<file path="src/rtl/xed_encoder_seq.sv">
// XED encoder: per-chip CRC-8 (poly 0x07, init 0xFF, inverted result), cross-chip XOR parity
// split into groups, and a CRC over that parity, computed by byte-serial engines.
module xed_encoder_seq #(
  parameter int NUM_CHIPS       = 8,
  parameter int CHIP_BYTES      = 16,
  parameter int NUM_GROUPS      = 2,
  parameter int BYTES_PER_CYCLE = 4
) (
  input  logic                              clk,
  input  logic                              rst_n,
  input  logic                              in_valid,
  output logic                              in_ready,
  input  logic [NUM_CHIPS*CHIP_BYTES*8-1:0] chip_data,
  output logic                              out_valid,
  input  logic                              out_ready,
  output logic [NUM_CHIPS*8-1:0]            chip_crc,
  output logic [CHIP_BYTES*8-1:0]           xor_parity,
  output logic [7:0]                        parity_crc,
  output logic                              busy
);

  localparam int STEPS  = CHIP_BYTES / BYTES_PER_CYCLE;
  localparam int GB     = CHIP_BYTES / NUM_GROUPS;
  localparam int DW     = CHIP_BYTES * 8;
  localparam int STEP_W = (STEPS > 1) ? $clog2(STEPS) : 1;

  typedef enum logic [1:0] {
    IDLE = 2'd0,
    CALC = 2'd1,
    DONE = 2'd2
  } state_t;

  function automatic logic [7:0] crc8_byte(input logic [7:0] crc, input logic [7:0] data);
    logic [7:0] t;
    t = crc ^ data;
    for (int i = 0; i < 8; i++) begin
      t = t[7] ? ((t << 1) ^ 8'h07) : (t << 1);
    end
    return t;
  endfunction

  state_t                     state_r, state_nxt_s;
  logic [STEP_W-1:0]          step_r;
  logic [NUM_CHIPS*DW-1:0]    cap_r;
  logic [DW-1:0]              xor_parity_r;
  logic [DW-1:0]              parity_s;
  logic [NUM_CHIPS*8-1:0]     chip_crc_r;
  logic [7:0]                 parity_crc_r;
  logic [7:0]                 acc_r     [NUM_CHIPS+1];
  logic [7:0]                 acc_nxt_s [NUM_CHIPS+1];
  logic [7:0]                 byte_s;
  logic                       in_ready_s, out_valid_s, busy_s;
  logic                       accept_s, last_s;

  assign accept_s = in_valid & in_ready_s;
  assign last_s   = (step_r == STEP_W'(STEPS - 1));

  // State register.
  always_ff @(posedge clk or negedge rst_n) begin
    if (!rst_n) begin
      state_r <= IDLE;
    end else begin
      state_r <= state_nxt_s;
    end
  end

  // Next-state logic; a DONE handshake with a new block goes straight back to CALC.
  always_comb begin
    state_nxt_s = state_r;
    case (state_r)
      IDLE:    state_nxt_s = accept_s ? CALC : IDLE;
      CALC:    state_nxt_s = last_s ? DONE : CALC;
      DONE: begin
        if (out_ready) begin
          state_nxt_s = accept_s ? CALC : IDLE;
        end else begin
          state_nxt_s = DONE;
        end
      end
      default: state_nxt_s = IDLE;
    endcase
  end

  // Handshake outputs decoded from state; in_ready never looks at in_valid.
  always_comb begin
    in_ready_s  = 1'b0;
    out_valid_s = 1'b0;
    busy_s      = 1'b1;
    case (state_r)
      IDLE: begin
        in_ready_s = 1'b1;
        busy_s     = 1'b0;
      end
      CALC: in_ready_s = 1'b0;
      DONE: begin
        in_ready_s  = out_ready;
        out_valid_s = 1'b1;
      end
      default: begin
        in_ready_s = 1'b0;
        busy_s     = 1'b0;
      end
    endcase
  end

  // Group-wise XOR of all chips taken directly from the input bus.
  always_comb begin
    parity_s = '0;
    for (int g = 0; g < NUM_GROUPS; g++) begin
      for (int c = 0; c < NUM_CHIPS; c++) begin
        parity_s[g*GB*8 +: GB*8] = parity_s[g*GB*8 +: GB*8] ^ chip_data[c*DW + g*GB*8 +: GB*8];
      end
    end
  end

  // Engines walk from the top byte down; engine NUM_CHIPS runs over the parity register.
  always_comb begin
    byte_s = 8'h00;
    for (int e = 0; e <= NUM_CHIPS; e++) begin
      acc_nxt_s[e] = acc_r[e];
    end
    for (int j = 0; j < BYTES_PER_CYCLE; j++) begin
      for (int e = 0; e < NUM_CHIPS; e++) begin
        byte_s = 8'h00;
        for (int k = 0; k < STEPS; k++) begin
          byte_s = (step_r == STEP_W'(k)) ?
                   cap_r[e*DW + (CHIP_BYTES - 1 - (k*BYTES_PER_CYCLE + j))*8 +: 8] : byte_s;
        end
        acc_nxt_s[e] = crc8_byte(acc_nxt_s[e], byte_s);
      end
      byte_s = 8'h00;
      for (int k = 0; k < STEPS; k++) begin
        byte_s = (step_r == STEP_W'(k)) ?
                 xor_parity_r[(CHIP_BYTES - 1 - (k*BYTES_PER_CYCLE + j))*8 +: 8] : byte_s;
      end
      acc_nxt_s[NUM_CHIPS] = crc8_byte(acc_nxt_s[NUM_CHIPS], byte_s);
    end
  end

  // Capture, accumulate and publish results.
  always_ff @(posedge clk or negedge rst_n) begin
    if (!rst_n) begin
      cap_r        <= '0;
      xor_parity_r <= '0;
      step_r       <= '0;
      chip_crc_r   <= '0;
      parity_crc_r <= 8'h00;
      for (int e = 0; e <= NUM_CHIPS; e++) begin
        acc_r[e] <= 8'h00;
      end
    end else if (accept_s) begin
      cap_r        <= chip_data;
      xor_parity_r <= parity_s;
      step_r       <= '0;
      for (int e = 0; e <= NUM_CHIPS; e++) begin
        acc_r[e] <= 8'hFF;
      end
    end else if (state_r == CALC) begin
      step_r <= step_r + STEP_W'(1);
      for (int e = 0; e <= NUM_CHIPS; e++) begin
        acc_r[e] <= acc_nxt_s[e];
      end
      if (last_s) begin
        for (int e = 0; e < NUM_CHIPS; e++) begin
          chip_crc_r[8*e +: 8] <= ~acc_nxt_s[e];
        end
        parity_crc_r <= ~acc_nxt_s[NUM_CHIPS];
      end
    end
  end

  assign in_ready   = in_ready_s;
  assign out_valid  = out_valid_s;
  assign busy       = busy_s;
  assign chip_crc   = chip_crc_r;
  assign xor_parity = xor_parity_r;
  assign parity_crc = parity_crc_r;

endmodule

</file>
<file path="config.mk">
export PLATFORM = sky130hd
export DESIGN_NAME = xed_encoder_seq
export DESIGN_NICKNAME = d
export VERILOG_FILES = /design/src/rtl/xed_encoder_seq.sv
export SDC_FILE = /design/constraint.sdc
export NUM_CORES = 2
export LEC_CHECK = 0
export CAP_MARGIN = 20
export CORE_AREA = 5 5 482 484
export CTS_BUF_LIST = sky130_fd_sc_hd__clkbuf_2 sky130_fd_sc_hd__clkbuf_4 sky130_fd_sc_hd__clkbuf_8
export CTS_CLUSTER_SIZE = 10
export DETAILED_ROUTE_END_ITERATION = 7
export DIE_AREA = 0 0 487 489
export GPL_ROUTABILITY_DRIVEN = 1
export PLACE_DENSITY_LB_ADDON = 0.1
export SLEW_MARGIN = 25
export SYNTH_ARGS = -nofsm -noshare
export SYNTH_HDL_FRONTEND = slang
export SYNTH_SLANG_ARGS = --single-unit
</file>
<file path="constraint.sdc">
create_clock -name clk -period 5.6 [get_ports clk]
set_input_delay 1.68 -clock clk [delete_from_list [all_inputs] [get_ports clk]]
set_output_delay 1.68 -clock clk [all_outputs]
set_load 0.03 [all_outputs]
</file>
==> flow_metrics.py <==
metrics = {
    "synthesis": {
        "syn_area_sq_mm": 0.07303,
        "synth_nets": 9231,
        "ys_top_cells_by_area": "dfrtp_1, nand2_1, xnor2_1",
        "synth_top_area_share_pct": 44.54,
        "synth.avg_cell_area_sq_um": 8.912,
        "yosysWarningCount": 0,
        "synthCells": 8195,
        "async_flop_share_pct": 100.0,
        "synth.largest_area_cell": "dfrtp_1",
        "synth_seq_area_share_pct": 44.54,
        "synth_edf_count": 0,
        "synth_ff_type": "dfrtp_1",
        "yosysUniqueCellTypes": 55,
        "ys_seq_elements": 1300,
    },
    "sta": {
        "drv_slew": 0,
        "hold_viol": 0,
        "relSlewSlack_pct": 20.68,
        "max_freq_mhz": 185.8,
        "period_needed_ns": 5.383,
        "worstMarginPinSlew_ns": 1.190,
        "rsz0062_at_grt": "false",
        "fin_crit_sh_pct": 96.12,
        "setup_viol": 0,
        "fin_tns_setup_ns": 0,
        "clock_skew_ns": 0.08313,
    },
    "layout": {
        "layout-drive-gt1-share_pct": 8.992,
        "layout_common_cells": "nand2_1, dfrtp_1, xnor2_1",
        "multiInputGateArea_sq_mm": 0.03815,
        "seq_area_sq_mm": 0.03253,
        "final_common_cell": "nand2_1",
        "fillers": 22990,
        "fin_nets": 10600,
        "area_delta_synth_final_pct": 31.17,
    },
    "outcome": {
        "status": "finished clean",
    },
    "clocking": {
        "cts_tree": "done",
        "path_clk_slew_ns": 0.06,
        "h-tree-depth": 5,
        "cts_setup_buffers": 0,
        "numClockSinks": 1300,
        "postCtsHoldBufs": 0,
        "clock_path_buffers": 4,
        "cts_resized": 0,
        "clkLatencyLatePin_ns": 1.03,
        "numCtsBuffers": 275,
        "cts_root_buffer": "clkbuf_8",
    },
    "setup_path": {
        "endpoint_kind": "register",
        "startpoint_type": "register",
        "crit_type": "register to register",
        "cp.arrival_ns": 6.23,
        "worst_ep_required_time_ns": 6.45,
        "crit_path_max_fanout": 46,
    },
    "grt": {
        "grt_start_max_net_pins": 186,
        "grt_antenna_before_repair": 129,
        "grt_pass1_vias": 65450,
        "grt_overflow_total": 0,
        "grt_pass1_wl_um": 551000,
        "grt_use_total_pct": 33.28,
    },
    "run": {
        "maxCapViolations": 0,
    },
    "die": {
        "die_h_um": 489,
        "pin_count": 1231,
        "dieArea_sq_mm": 0.2381,
        "num_rows": 175,
        "start_util_pct": 32.19,
        "core_area_sq_mm": 0.2268,
        "die_w_um": 487,
    },
    "placed_design": {
        "port_buffers": 1230,
        "place_hpwl_um": 328900,
        "gp_congestion": 0.9639,
    },
    "detailed_routing": {
        "vias": 65920,
        "drtIter0Drc": 6620,
        "ant_nets": 0,
        "drc": 0,
        "wl_per_cell_um": 31.95,
        "routed_wl_um": 408700,
        "vias_per_cell": 5.154,
        "drtPass1Iterations": 8,
    },
    "min_path": {
        "hold_class": "register to register",
    },
}
## path summary, 6_finish.rpt
kind	to	startpoint	slack, ns	cells past startpoint
max in group asynchronous	xor_parity[40]	rst_n	3.48	2
min in group asynchronous	cap_r[288]	rst_n	0.66	1
min reg2reg	cap_r[928]	cap_r[928]	0.47	2
min	cap_r[928]	cap_r[928]	0.47	2
max	acc_r[4]	step_r[0]	0.22	16
max reg2reg	acc_r[4]	step_r[0]	0.22	16
## cell families after synthesis
family                     share of synthesized area, %
and+or+nand+nor                                   19.35
xor gates and xnor gates                          23.08
DFF                                               44.54
AOI/OAI and AO/OA                                 9.037
buffers and inverters                             3.353
muxes                                            0.5020
adders and majority gates                        0.1371
## critical path: stages (launching register included)
cell and delay (ns):
dfrtp_1 0.47, inv_1 0.20, ha_4 0.57, buf_12 0.33, buf_12 0.20, buf_12 0.26
a221oi_1 0.16, buf_4 0.20, nor3_1 0.79, a21oi_1 0.26, xnor2_1 0.22, xnor2_1 0.29
xnor3_1 0.31, xnor2_1 0.29, xnor3_1 0.41, nand2_1 0.09, nand2_1 0.06
## Yosys cell counts (all sizes together) (2+ instances only)
cell     number
a2bb2oi      16
a221oi      123
xor2        146
inv          53
xnor2      1294
nand2      3299
clkbuf      296
a22o          2
a211o         2
a21oi       256
a221o        82
nand3b       36
nor2        216
o22ai        43
buf         185
dfrtp      1300
mux2         13
a31oi        19
a22oi        89
o21a         11
xnor3       154
xor3         22
ha            8
nand2b        2
a211oi        2
o21ai       355
o31a          5
nor3         97
o31ai        14
nor3b         2
nor2b        20
a21bo         3
mux2i        22
o211ai        4
## final cells by class
type	count	area share, %
well taps	3009	3.930
clock inverters	21	0.2051
diodes	50	0.1306
repair buffers	1576	16.23
multi-input cells	6361	39.83
inverters	53	0.2220
flip-flops and latches	1300	33.96
clock buffers	420	5.492
## registers in the layout, summed over array words and instances (netlist names)
register    cells
parity_crc      8
xor_parity    128
step_r          2
acc_r          72
chip_crc       64
cap_r        1024
state_r         2
## metrics by stage
step	instances	instance area, sq um	worst slack [ns]	hold WS (ns)	util (%)
2_1_floorplan	8195	73030	1.611	0.4403	-
3_3_place_gp	12300	90190	0.1952	0.4513	39.76
3_5_place_dp	12300	90200	0.1983	0.4570	39.76
4_1_cts	12740	95660	0.1273	0.4693	42.17
5_1_grt	12780	95770	0.07284	0.4814	42.22
6_report	12790	95800	0.2172	0.4673	42.23
## per-layer routing
layer	wire length (um)	global-route usage, %
met3	29750	7.111
met2	184300	52.05
met5	133	0
met4	18320	13.02
met1	176200	45.16
Power is not shown: default switching activity piles up to over one toggle a cycle in this logic, so the estimate is an artifact.
